**src/rtl/anti_theft_timer.sv**
```systemverilog
// Countdown timer for the anti-theft FSM: holds four programmable delays,
// derives a 1 Hz tick from the system clock and answers each start with one expiry pulse.
module anti_theft_timer #(
  parameter int CLK_FREQ      = 27000000,
  parameter int DEF_ARM       = 6,
  parameter int DEF_DRIVER    = 8,
  parameter int DEF_PASSENGER = 15,
  parameter int DEF_ALARM     = 10
) (
  input  logic       clock,
  input  logic       reset,
  input  logic       start_timer,
  input  logic [1:0] interval,
  input  logic       reprogram,
  input  logic [1:0] time_parameter_selector,
  input  logic [3:0] time_value,
  output logic       timer_status,
  output logic       one_hz_enable,
  output logic [3:0] time_remaining,
  output logic       busy,
  output logic [1:0] state_dbg
);

  localparam int DIV_W = (CLK_FREQ > 1) ? $clog2(CLK_FREQ) : 1;
  localparam logic [DIV_W-1:0] DIV_LAST = DIV_W'(CLK_FREQ - 1);

  typedef enum logic [1:0] {
    S_IDLE  = 2'd0,
    S_COUNT = 2'd1,
    S_ZERO  = 2'd2
  } state_t;

  // Request/response: start_timer is a one-cycle request that is always
  // accepted (no ready); timer_status is the one-cycle registered response.
  // A new request aborts any count in progress without a response.
  state_t           state_q, state_d;
  logic [DIV_W-1:0] div_q, div_d;
  logic [3:0]       rem_q, rem_d;
  logic             status_q, status_d;
  logic             hz_q, hz_d;
  logic [3:0]       param_q [4];
  logic [3:0]       load_val;

  assign load_val = param_q[interval];

  always_ff @(posedge clock or negedge reset) begin
    if (!reset) begin
      param_q[0] <= 4'(DEF_ARM);
      param_q[1] <= 4'(DEF_DRIVER);
      param_q[2] <= 4'(DEF_PASSENGER);
      param_q[3] <= 4'(DEF_ALARM);
    end else if (reprogram) begin
      param_q[time_parameter_selector] <= time_value;
    end
  end

  always_ff @(posedge clock or negedge reset) begin
    if (!reset) begin
      state_q  <= S_IDLE;
      div_q    <= '0;
      rem_q    <= 4'd0;
      status_q <= 1'b0;
      hz_q     <= 1'b0;
    end else begin
      state_q  <= state_d;
      div_q    <= div_d;
      rem_q    <= rem_d;
      status_q <= status_d;
      hz_q     <= hz_d;
    end
  end

  always_comb begin
    state_d  = state_q;
    div_d    = div_q;
    rem_d    = rem_q;
    status_d = 1'b0;
    hz_d     = 1'b0;
    if (start_timer) begin
      // A start in any state reloads; this also lets a restart beat an expiring tick.
      rem_d = load_val;
      div_d = '0;
      if (load_val != 4'd0) begin
        state_d = S_COUNT;
      end else begin
        state_d  = S_ZERO;
        status_d = 1'b1;
      end
    end else begin
      case (state_q)
        S_COUNT: begin
          if (div_q == DIV_LAST) begin
            div_d = '0;
            if (rem_q <= 4'd1) begin
              // Final tick: report expiry instead of a 1 Hz tick so IDLE never sees one.
              rem_d    = 4'd0;
              state_d  = S_IDLE;
              status_d = 1'b1;
            end else begin
              rem_d = rem_q - 4'd1;
              hz_d  = 1'b1;
            end
          end else begin
            div_d = div_q + 1'b1;
          end
        end
        S_ZERO: begin
          state_d = S_IDLE;
          div_d   = '0;
          rem_d   = 4'd0;
        end
        default: begin
          state_d = S_IDLE;
          div_d   = '0;
          rem_d   = 4'd0;
        end
      endcase
    end
  end

  assign timer_status   = status_q;
  assign one_hz_enable  = hz_q;
  assign time_remaining = rem_q;
  assign busy           = (state_q == S_COUNT);
  assign state_dbg      = state_q;

endmodule

```
**config.mk**
```make
export PLATFORM = sky130hd
export DESIGN_NAME = anti_theft_timer
export DESIGN_NICKNAME = d
export VERILOG_FILES = /design/src/rtl/anti_theft_timer.sv
export SDC_FILE = /design/constraint.sdc
export NUM_CORES = 1
export LEC_CHECK = 0
export ABC_AREA = 0
export CAP_MARGIN = 20
export CORE_MARGIN = 2
export CORE_UTILIZATION = 64
export CTS_BUF_LIST = sky130_fd_sc_hd__clkbuf_4 sky130_fd_sc_hd__clkbuf_8
export CTS_CLUSTER_DIAMETER = 80
export DETAILED_ROUTE_END_ITERATION = 8
export PLACE_DENSITY = 0.88
export SLEW_MARGIN = 20
export SYNTH_ARGS = -nofsm -noshare
export SYNTH_HDL_FRONTEND = slang
export SYNTH_SLANG_ARGS = --single-unit
```
**constraint.sdc**
```tcl
create_clock -name clock -period 5.7 [get_ports clock]
set_input_delay 0.855 -clock clock [delete_from_list [all_inputs] [get_ports clock]]
set_output_delay 0.855 -clock clock [all_outputs]
set_load 0.005 [all_outputs]
```
==> flow_metrics.env <==
export IMPL_synth_nets=253
export IMPL_chipWidth_um=67.2
export IMPL_cts_resized=0
export IMPL_crit_type="flop to flop"
export IMPL_cts_tree="built"
export IMPL_setup_viol=0
export IMPL_dr_pass1_iters=5
export IMPL_cts_sinks=49
export IMPL_drv_cap=0
export IMPL_postCtsSetupRepairBufs=0
export IMPL_cts_hold_buffers=0
export IMPL_grt_pass1_vias=1919
export IMPL_required_ps=5890
export IMPL_syn2layout_area_growth_pct=11.0
export IMPL_cts_root_buf="clkbuf_8"
export IMPL_clk_pin_slew_ps=80
export IMPL_drive_above_1_share=0.176
export IMPL_clockBufferDepth=2
export IMPL_final_hold_viol_count=0
export IMPL_synth_flop_cell="dfrtp_1"
export IMPL_ys_ff_latch=49
export IMPL_wl_per_cell_um=16.9
export IMPL_initial_core_util=0.682
export IMPL_ff2ff_setup_slack_ps=2970
export IMPL_drtIter0Drc=235
export IMPL_leakagePower_nw=1.09
export IMPL_r2r_cells=5
export IMPL_hpwl_mm=3.73
export IMPL_post_route_period_util=0.479
export IMPL_ys_types=47
export IMPL_min_path_cells=1
export IMPL_totalNegativeSetupSlack_ps=0
export IMPL_fill_cells=241
export IMPL_nets=270
export IMPL_seq_area_mm2=0.00124
export IMPL_worstHoldStart="param_q[12]"
export IMPL_cp_end_kind="flop"
export IMPL_grt_pass1_wl_mm=8.67
export IMPL_pwr_share_comb=0.184
export IMPL_drv_slew=0
export IMPL_fmax_mhz=366
export IMPL_vias_per_cell=6.55
export IMPL_ir_drop_mv=0.193
export IMPL_synth_edf_count=0
export IMPL_clkLatencyLatePin_ps=300
export IMPL_core_area_mm2=0.00374
export IMPL_ioPinCount=21
export IMPL_diodes=0
export IMPL_htree_levels=2
export IMPL_clockPowerShare=0.261
export IMPL_cts_made_buffers=5
export IMPL_grt_ovfl_total=0
export IMPL_grt_max_degree=50
export IMPL_avgSynthCellArea_um2=10.7
export IMPL_arrival_ps=2920
export IMPL_status="finished, final reports clean"
export IMPL_yosys_warnings=0
export IMPL_async_flop_share=1.00
export IMPL_drc_errors=0
export IMPL_die_height_um=67.2
export IMPL_antenna_found_initial=0
export IMPL_vias=1990
export IMPL_syn_inst=238
export IMPL_startpoint_type="flop"
export IMPL_netlist_area_mm2=0.00255
export IMPL_tightest_slew_ps=994
export IMPL_finalWirelength_mm=5.14
export IMPL_power_switching_uw=203
export IMPL_dieArea_mm2=0.00451
export IMPL_power_total_uw=759
export IMPL_p_per_area_mw_per_mm2=268
export IMPL_place_gp_congestion=0.873
export IMPL_p_int_uw=557
export IMPL_fin_worst_skew_ps=2.79
export IMPL_placed_area_mm2=0.00275
export IMPL_rsz0062_at_grt="false"
export IMPL_reg2reg_from="div_q[0]"
export IMPL_grt_use_total=0.255
export IMPL_hold_path_class="flop to flop"
export IMPL_slew_limit_headroom=0.337
export IMPL_whs_endpoint="param_q[12]"
export IMPL_yosysSeqAreaShare=0.485
export IMPL_port_buffers=20
export IMPL_r2r_end="time_remaining[1]"
export IMPL_multiInputGateArea_mm2=0.00123
export IMPL_antenna_left=0
export IMPL_cp_max_fo=25
export IMPL_sw_frac_of_total=0.267
export IMPL_min_period_ps=2730
export IMPL_fp_row_count=22
export IMPL_p_seq_frac=0.556
export IMPL_final_area_mm2=0.00284
kinds of logic (layout without fill, tap and decap cells):
| kind of cell | after synthesis | in the layout | share of synthesized area |
|---|---|---|---|
| flip-flops | 49 | 49 | 0.485 |
| adder cells (fa/ha/maj) | 3 | 3 | 0.0147 |
| buffers and inverters | 16 | 34 | 0.0333 |
| XOR/XNOR | 10 | 10 | 0.0343 |
| multiplexers | 21 | 21 | 0.110 |
| AND/OR/NAND/NOR | 100 | 100 | 0.222 |
| AO/OA/AOI/OAI | 39 | 39 | 0.100 |
cells in the mapped netlist (2+ instances only):
master | count | area, um2
nand3b_1 | 2 | 15.0
nor4_1 | 3 | 18.8
o21ai_0 | 5 | 25.0
mux2_2 | 17 | 191
dfstp_2 | 9 | 236
or4_1 | 10 | 75.1
dfrtp_1 | 40 | 1000
o31ai_1 | 11 | 82.6
and3_1 | 7 | 43.8
xnor2_1 | 4 | 35.0
xor2_1 | 6 | 52.6
nor2_1 | 18 | 67.6
and2_1 | 2 | 12.5
nor3_1 | 5 | 25.0
ha_1 | 3 | 37.5
buf_2 | 2 | 10.0
nor4bb_1 | 3 | 30.0
inv_1 | 6 | 22.5
nand2_1 | 16 | 60.1
buf_6 | 3 | 33.8
nand4_1 | 3 | 18.8
mux4_2 | 4 | 90.1
a21oi_1 | 14 | 70.1
nand3_1 | 15 | 75.1
clkbuf_1 | 4 | 15.0
or3_1 | 4 | 25.0
nor3b_1 | 2 | 15.0
power groups by stage:
stage	clock [mW]	sequential [mW]	combinational (mW)
6_report	0.198	0.422	0.140
5_1_grt	0.217	0.425	0.155
2_1_floorplan	0	0.417	0.0844
3_3_place_gp	0	0.425	0.135
3_5_place_dp	0	0.427	0.139
4_1_cts	0.202	0.420	0.140
cell type report:
cell class	instances	area share
Sequential cell	49	0.436
Multi-Input combinational cell	173	0.434
Timing Repair Buffer	20	0.0697
Clock buffer	6	0.0269
Tap cell	48	0.0212
Inverter	6	0.00794
Clock inverter	2	0.00353
worst max-delay path, cell delays in order (launching register included):
cell and delay, ps:
dfrtp_1 420, ha_1 250, nand2_1 140, or4_4 550, o21ai_2 830, mux2_2 420
stage by stage:
stage / utilization / instances / setup WS [ps] / hold WS (ps)
after floorplan: - / 238 / 3400 / 469
after global placement: 0.734 / 296 / 2970 / 486
after detailed placement: 0.734 / 296 / 2870 / 502
after CTS: 0.757 / 304 / 2970 / 520
after global routing: 0.757 / 304 / 2870 / 549
final: 0.757 / 304 / 2970 / 524
state kept, by name (all words and copies together), names as in the netlist:
register        cells
timer_status        1
div_q              25
time_remaining      4
param_q            16
state_dbg           2
one_hz_enable       1
cells in the final DEF (no fill, tap or decap), drive strengths merged, types with 4 or more instances in the layout:
master,instances
xnor2,4
and3,7
a21oi,14
mux2,17
nor3,5
nand4,4
nand2,16
dfrtp,40
nand3,15
xor2,6
clkbuf,6
inv,6
or4,12
clkdlybuf4s50,19
o21ai,6
or3,5
nor2,18
dfstp,9
o31ai,11
mux4,4
worst max path at each step:
| stage | start | end | slack [ps] | depth (start not counted) |
|---|---|---|---|---|
| after floorplan | interval[0] | state_dbg[0] | 3400 | 4 |
| after global placement | start_timer | time_remaining[1] | 2970 | 4 |
| after detailed placement | start_timer | time_remaining[1] | 2870 | 4 |
| after CTS | div_q[0] | time_remaining[1] | 2970 | 5 |
| after global routing | div_q[0] | time_remaining[1] | 2870 | 5 |
| final | div_q[0] | time_remaining[1] | 2970 | 5 |
per-layer routing:
metal | vias up | track usage | wire length (um)
li1 | 926 | - | -
met1 | 979 | 0.350 | 2290
met2 | 77 | 0.417 | 2530
met3 | 8 | 0.0583 | 268
met4 | 0 | 0.0612 | 44
met5 | - | 0 | 0
Power figures use the tool's default switching activity.
